$ cat config.mk
export PLATFORM = sky130hd
export DESIGN_NAME = uart_avm_arbiter
export DESIGN_NICKNAME = d
export VERILOG_FILES = /design/src/rtl/uart_avm_pkg.sv /design/src/rtl/uart_rr_pick.sv /design/src/rtl/uart_avm_arbiter.sv
export SDC_FILE = /design/constraint.sdc
export NUM_CORES = 1
export LEC_CHECK = 0
export ABC_AREA = 1
export CORE_ASPECT_RATIO = 1.5
export CORE_MARGIN = 5
export CORE_UTILIZATION = 45
export DETAILED_ROUTE_END_ITERATION = 10
export DONT_BUFFER_PORTS = 1
export PLACE_DENSITY = 0.59
export SKIP_LAST_GASP = 1
export SLEW_MARGIN = 20
export SYNTH_ARGS = -nofsm -noshare
export SYNTH_HDL_FRONTEND = slang
export SYNTH_HIERARCHICAL = 1
export SYNTH_SLANG_ARGS = --single-unit
$ cat constraint.sdc
create_clock -name avm_clk -period 1.8 [get_ports avm_clk]
set_input_delay 0.36 -clock avm_clk [delete_from_list [all_inputs] [get_ports avm_clk]]
set_output_delay 0.36 -clock avm_clk [all_outputs]
set_load 0.005 [all_outputs]
$ cat src/rtl/uart_avm_pkg.sv
// rtl/uart_avm_pkg.sv - shared constants and FSM state type for the UART Avalon-MM arbiter
package uart_avm_pkg;

  localparam logic [4:0] RX_BASE     = 5'd0;
  localparam logic [4:0] TX_BASE     = 5'd4;
  localparam logic [4:0] STATUS_BASE = 5'd8;

  localparam int TX_OK_BIT = 6;
  localparam int RX_OK_BIT = 7;

  typedef enum logic [1:0] {
    S_IDLE = 2'd0,
    S_BUSY = 2'd1,
    S_GAP  = 2'd2
  } arb_state_t;

endpackage

$ cat src/rtl/uart_rr_pick.sv
// rtl/uart_rr_pick.sv - combinational round-robin picker starting one past last_grant
module uart_rr_pick #(
  parameter int NUM_REQ = 2,
  localparam int IW = $clog2(NUM_REQ)
) (
  input  logic [NUM_REQ-1:0] req,
  input  logic [IW-1:0]      last_grant,
  output logic [IW-1:0]      grant,
  output logic               grant_vld
);

  int idx;

  // Walk offsets from farthest to nearest so the nearest pending requester wins.
  always_comb begin
    grant     = last_grant;
    grant_vld = 1'b0;
    idx       = 0;
    for (int i = NUM_REQ; i >= 1; i--) begin
      idx = int'(last_grant) + i;
      if (idx >= NUM_REQ) idx = idx - NUM_REQ;
      if (req[idx]) begin
        grant     = IW'(idx);
        grant_vld = 1'b1;
      end
    end
  end

endmodule

$ cat src/rtl/uart_avm_arbiter.sv
// rtl/uart_avm_arbiter.sv - round-robin arbiter of NUM_REQ Avalon masters onto one UART slave
// Optional wait timeout enabled by macro UART_ARB_TIMEOUT_EN.
module uart_avm_arbiter
  import uart_avm_pkg::*;
#(
  parameter int NUM_REQ = 2,
  parameter int TIMEOUT = 1024,
  localparam int IW = $clog2(NUM_REQ)
) (
  input  logic                  avm_clk,
  input  logic                  avm_rst,
  input  logic [NUM_REQ*5-1:0]  s_address,
  input  logic [NUM_REQ-1:0]    s_read,
  input  logic [NUM_REQ-1:0]    s_write,
  input  logic [NUM_REQ*32-1:0] s_writedata,
  output logic [31:0]           s_readdata,
  output logic [NUM_REQ-1:0]    s_waitrequest,
  output logic [NUM_REQ-1:0]    s_timeout,
  output logic [4:0]            avm_address,
  output logic                  avm_read,
  output logic                  avm_write,
  output logic [31:0]           avm_writedata,
  input  logic [31:0]           avm_readdata,
  input  logic                  avm_waitrequest
);

  arb_state_t     state, state_nxt;
  logic [IW-1:0]  grant, last_grant, pick;
  logic           pick_vld;
  logic           done;

  uart_rr_pick #(.NUM_REQ(NUM_REQ)) u_pick (
    .req        (s_read | s_write),
    .last_grant (last_grant),
    .grant      (pick),
    .grant_vld  (pick_vld)
  );

`ifdef UART_ARB_TIMEOUT_EN
  logic [15:0] wait_cnt;
  logic        timeout_hit;

  assign timeout_hit = (state == S_BUSY) && avm_waitrequest && (wait_cnt == 16'(TIMEOUT - 1));

  always_ff @(posedge avm_clk or posedge avm_rst) begin
    if (avm_rst)                              wait_cnt <= '0;
    else if (state == S_BUSY && avm_waitrequest) wait_cnt <= wait_cnt + 16'd1;
    else                                      wait_cnt <= '0;
  end
`endif

  always_comb begin
    state_nxt     = state;
    s_waitrequest = '1;
    s_readdata    = '0;
    s_timeout     = '0;
    done          = 1'b0;
    case (state)
      S_IDLE: if (pick_vld) state_nxt = S_BUSY;
      S_BUSY: begin
        if (!avm_waitrequest) begin
          s_waitrequest[grant] = 1'b0;
          s_readdata           = avm_readdata;
          done                 = 1'b1;
          state_nxt            = S_GAP;
        end
`ifdef UART_ARB_TIMEOUT_EN
        else if (timeout_hit) begin
          s_waitrequest[grant] = 1'b0;
          s_timeout[grant]     = 1'b1;
          done                 = 1'b1;
          state_nxt            = S_GAP;
        end
`endif
      end
      S_GAP:   state_nxt = S_IDLE;
      default: state_nxt = S_IDLE;
    endcase
  end

  always_ff @(posedge avm_clk or posedge avm_rst) begin
    if (avm_rst) begin
      state         <= S_IDLE;
      grant         <= '0;
      last_grant    <= IW'(NUM_REQ - 1);
      avm_address   <= '0;
      avm_read      <= 1'b0;
      avm_write     <= 1'b0;
      avm_writedata <= '0;
    end else begin
      state <= state_nxt;
      if (state == S_IDLE && pick_vld) begin
        grant         <= pick;
        avm_address   <= s_address[int'(pick)*5 +: 5];
        avm_write     <= s_write[pick];
        // A simultaneous read and write request is served as a write only.
        avm_read      <= s_read[pick] & ~s_write[pick];
        avm_writedata <= s_writedata[int'(pick)*32 +: 32];
      end
      if (done) begin
        avm_read   <= 1'b0;
        avm_write  <= 1'b0;
        last_grant <= grant;
      end
    end
  end

endmodule

==> impl_metrics.toml <==
[route]
drt-pass1-iter-count = 4
wire_per_inst_um = 14.3
drt-total-wl_um = 6590
viasPerCell = 4.90
via_count = 2252
drc = 0
drt_iter0_markers = 85
drtAntennaViolNets = 0

[placement]
port_buffers = 0
dpl.hpwl_um = 5160
pre_cts_ws_ns = 0.147
globalplace.congestion = 0.751
dp_cells = 452

[yosys]
syn_area_per_cell_um2 = 6.28
synth.area.top_cells = "dfrtp_1, nand2_1, nor2_1"
synth-edff-count = 0
synth_top_cell_by_area = "dfrtp_1"
synth_warnings = 6
synth_cells = 393
netlist_area_mm2 = 0.00247
ys.flop_type = "dfrtp_1"
synth_top_area_share_pct = 42.6
ys_async_sr_fraction_pct = 100
yosys.cell_types.count = 20
synth-seq-cells = 43
synth_seq_area_share_pct = 43.6

[clock_tree]
clkTransAtPathRegs_ns = 0.08
clkSinkCount = 43
cts_tree = "built"
postCtsHoldBufs = 1
post_cts.repair.setup_buffers = 0
cts_buffer_depth = 2
cts_resized = 0
cts-root-buf = "clkbuf_8"
htree_levels = 2
cts_buffers = 5
clk_latency_ns = 0.29

[power_and_ir_drop]
leakage_nw = 1.54
p_per_area_mw_per_mm2 = 1670
peakVddDrop_mv = 0.748

[timing]
setup_violations = 0
tns_ns = 0
hold_violations = 0
clock-skew-final_ns = 0.00584
worstMarginPinSlew_ns = 0.605
relSlewSlack_pct = 59.6
finalCriticalPeriod_ns = 1.60
max_freq_mhz = 626
report.final.slew_viol_count = 0
rsz0062_at_grt = "no"
setup_slack_ns = 0.204
fin_crit_sh_pct = 88.7

[job]
drv_cap = 0

[floorplanning]
pin_count = 188
start_util_pct = 45.7
die_h_um = 101
die_x_um = 70.5
core_mm2 = 0.00541
dieArea_mm2 = 0.00710
row_count = 33

[worst_setup_path]
end_kind = "primary output"
crit_type = "reg2out"
crit_fanout = 5
path_buf_inv = 1
r2r-end = "avm_read"
cp.required_ns = 1.44
cp.arrival_ns = 1.24
r2r_cells = 7
max_stage_delay_ns = 0.39
reg2reg_from = "last_grant"
path_delay_family = "simple AND/OR/NAND/NOR gates"
start_kind = "flop"
r2r_slack_ns = 0.37
slowest_stage = "dfrtp_1"
worstPathCellList = "inv_1, nand3_1, or2_2"

[final_layout]
multi_input_area_mm2 = 0.00122
regArea_mm2 = 0.00108
antenna_cells = 0
drive_above_1_share_pct = 7.18
layout.nets = 503
fin_cells = 460
syn2layout_area_growth_pct = 6.79
n_fill_cell = 559

[hold_path]
hold_path.class = "in2reg"
hold_path_end = "avm_writedata[3]"
min_from = "s_writedata[3]"
hold_path_depth = 4

[grt]
grt_usage_pct = 17.9
grt_pass1_wl_um = 10100
grt_overflow = 0
grt_pass1_vias = 2029
antenna_found_initial = 0
grt_max_degree = 44

[run_status]
status = "finished clean"
==> report_power, final <==
part	internal [mW]	switching, mW
clock network	0.407	0.310
registers	1.44	0.393
logic	0.608	1.24
==> layout by cell type (no fill, tap or decap), types with 2 or more instances in the layout <==
| master | count |
|---|---|
| nand2_1 | 269 |
| dfrtp_1 | 42 |
| nor2_1 | 33 |
| buf_4 | 11 |
| inv_1 | 6 |
| clkbuf_8 | 5 |
| inv_2 | 3 |
| or2_2 | 3 |
| nor2_2 | 2 |
| o21ai_0 | 2 |
| nand3_1 | 2 |
| conb_1 | 2 |
==> per-layer routing <==
layer,routed length (um),share of wire (%),track usage (%)
met5,0,0,0
met4,71,1.1,5.60
met3,763,12,5.19
met2,3430,52,33.9
met1,2330,35,18.7
==> kinds of logic (layout without fill, tap and decap cells) <==
kind of cell | Yosys count | in the layout | share of synthesized area [%]
buffers and inverters | 34 | 30 | 7.24
other | 1 | 2 | 0.152
AOI/OAI and AO/OA | 4 | 4 | 0.810
DFF | 43 | 43 | 43.6
and+or+nand+nor | 311 | 311 | 48.2
==> sequential cells by signal, indices dropped and copies added (netlist names) <==
register,flops
avm_writedata,32
avm_write,1
avm_read,1
state,2
last_grant,1
grant,1
avm_address,5
==> metrics by stage <==
| stage | utilization, % | cell area [um2] | total power [mW] | hold WS [ns] |
|---|---|---|---|---|
| 6_report | 48.8 | 2640 | 4.40 | 0.267 |
| 5_1_grt | 48.8 | 2640 | 4.85 | 0.273 |
| 4_1_cts | 48.8 | 2640 | 4.49 | 0.256 |
| 3_5_place_dp | 46.7 | 2520 | 3.75 | 0.302 |
| 3_3_place_gp | 46.7 | 2520 | 3.70 | 0.297 |
| 2_1_floorplan | - | 2470 | 3.31 | 0.455 |
==> cells in the mapped netlist (2+ instances only) <==
master	instances
buf_2	11
buf_4	4
buf_6	3
clkbuf_1	6
dfrtp_1	42
inv_1	7
inv_2	2
nand2_1	269
nand3_1	2
nor2_1	34
o21ai_0	2
or2_2	3
==> tightest hold or removal path, delay by kind of cell <==
family	cells	cell delay [ns]
and+or+nand+nor	4	0.16
==> worst max-delay path by stage <==
stage,cells after the start,endpoint,from,slack [ns]
finish,3,s_waitrequest[0],state[1],0.20
global route,3,s_waitrequest[0],state[1],0.1
CTS,3,s_waitrequest[0],state[1],0.18
detailed placement,6,avm_writedata[1],s_write[1],0.15
global placement,6,avm_address[0],s_write[1],0.17
floorplan,10,avm_address[4],s_write[0],0.31
==> layout make-up <==
cell class              instances  share of cell area, %
inverters                      10                   1.42
clock inverters                 1                   1.14
multi-input cells             317                   46.3
flip-flops and latches         43                   40.8
repair buffers                 13                   4.27
well taps                      70                   3.32
clock buffers                   6                   2.75
Note: power is estimated with default switching activity, not from simulation.
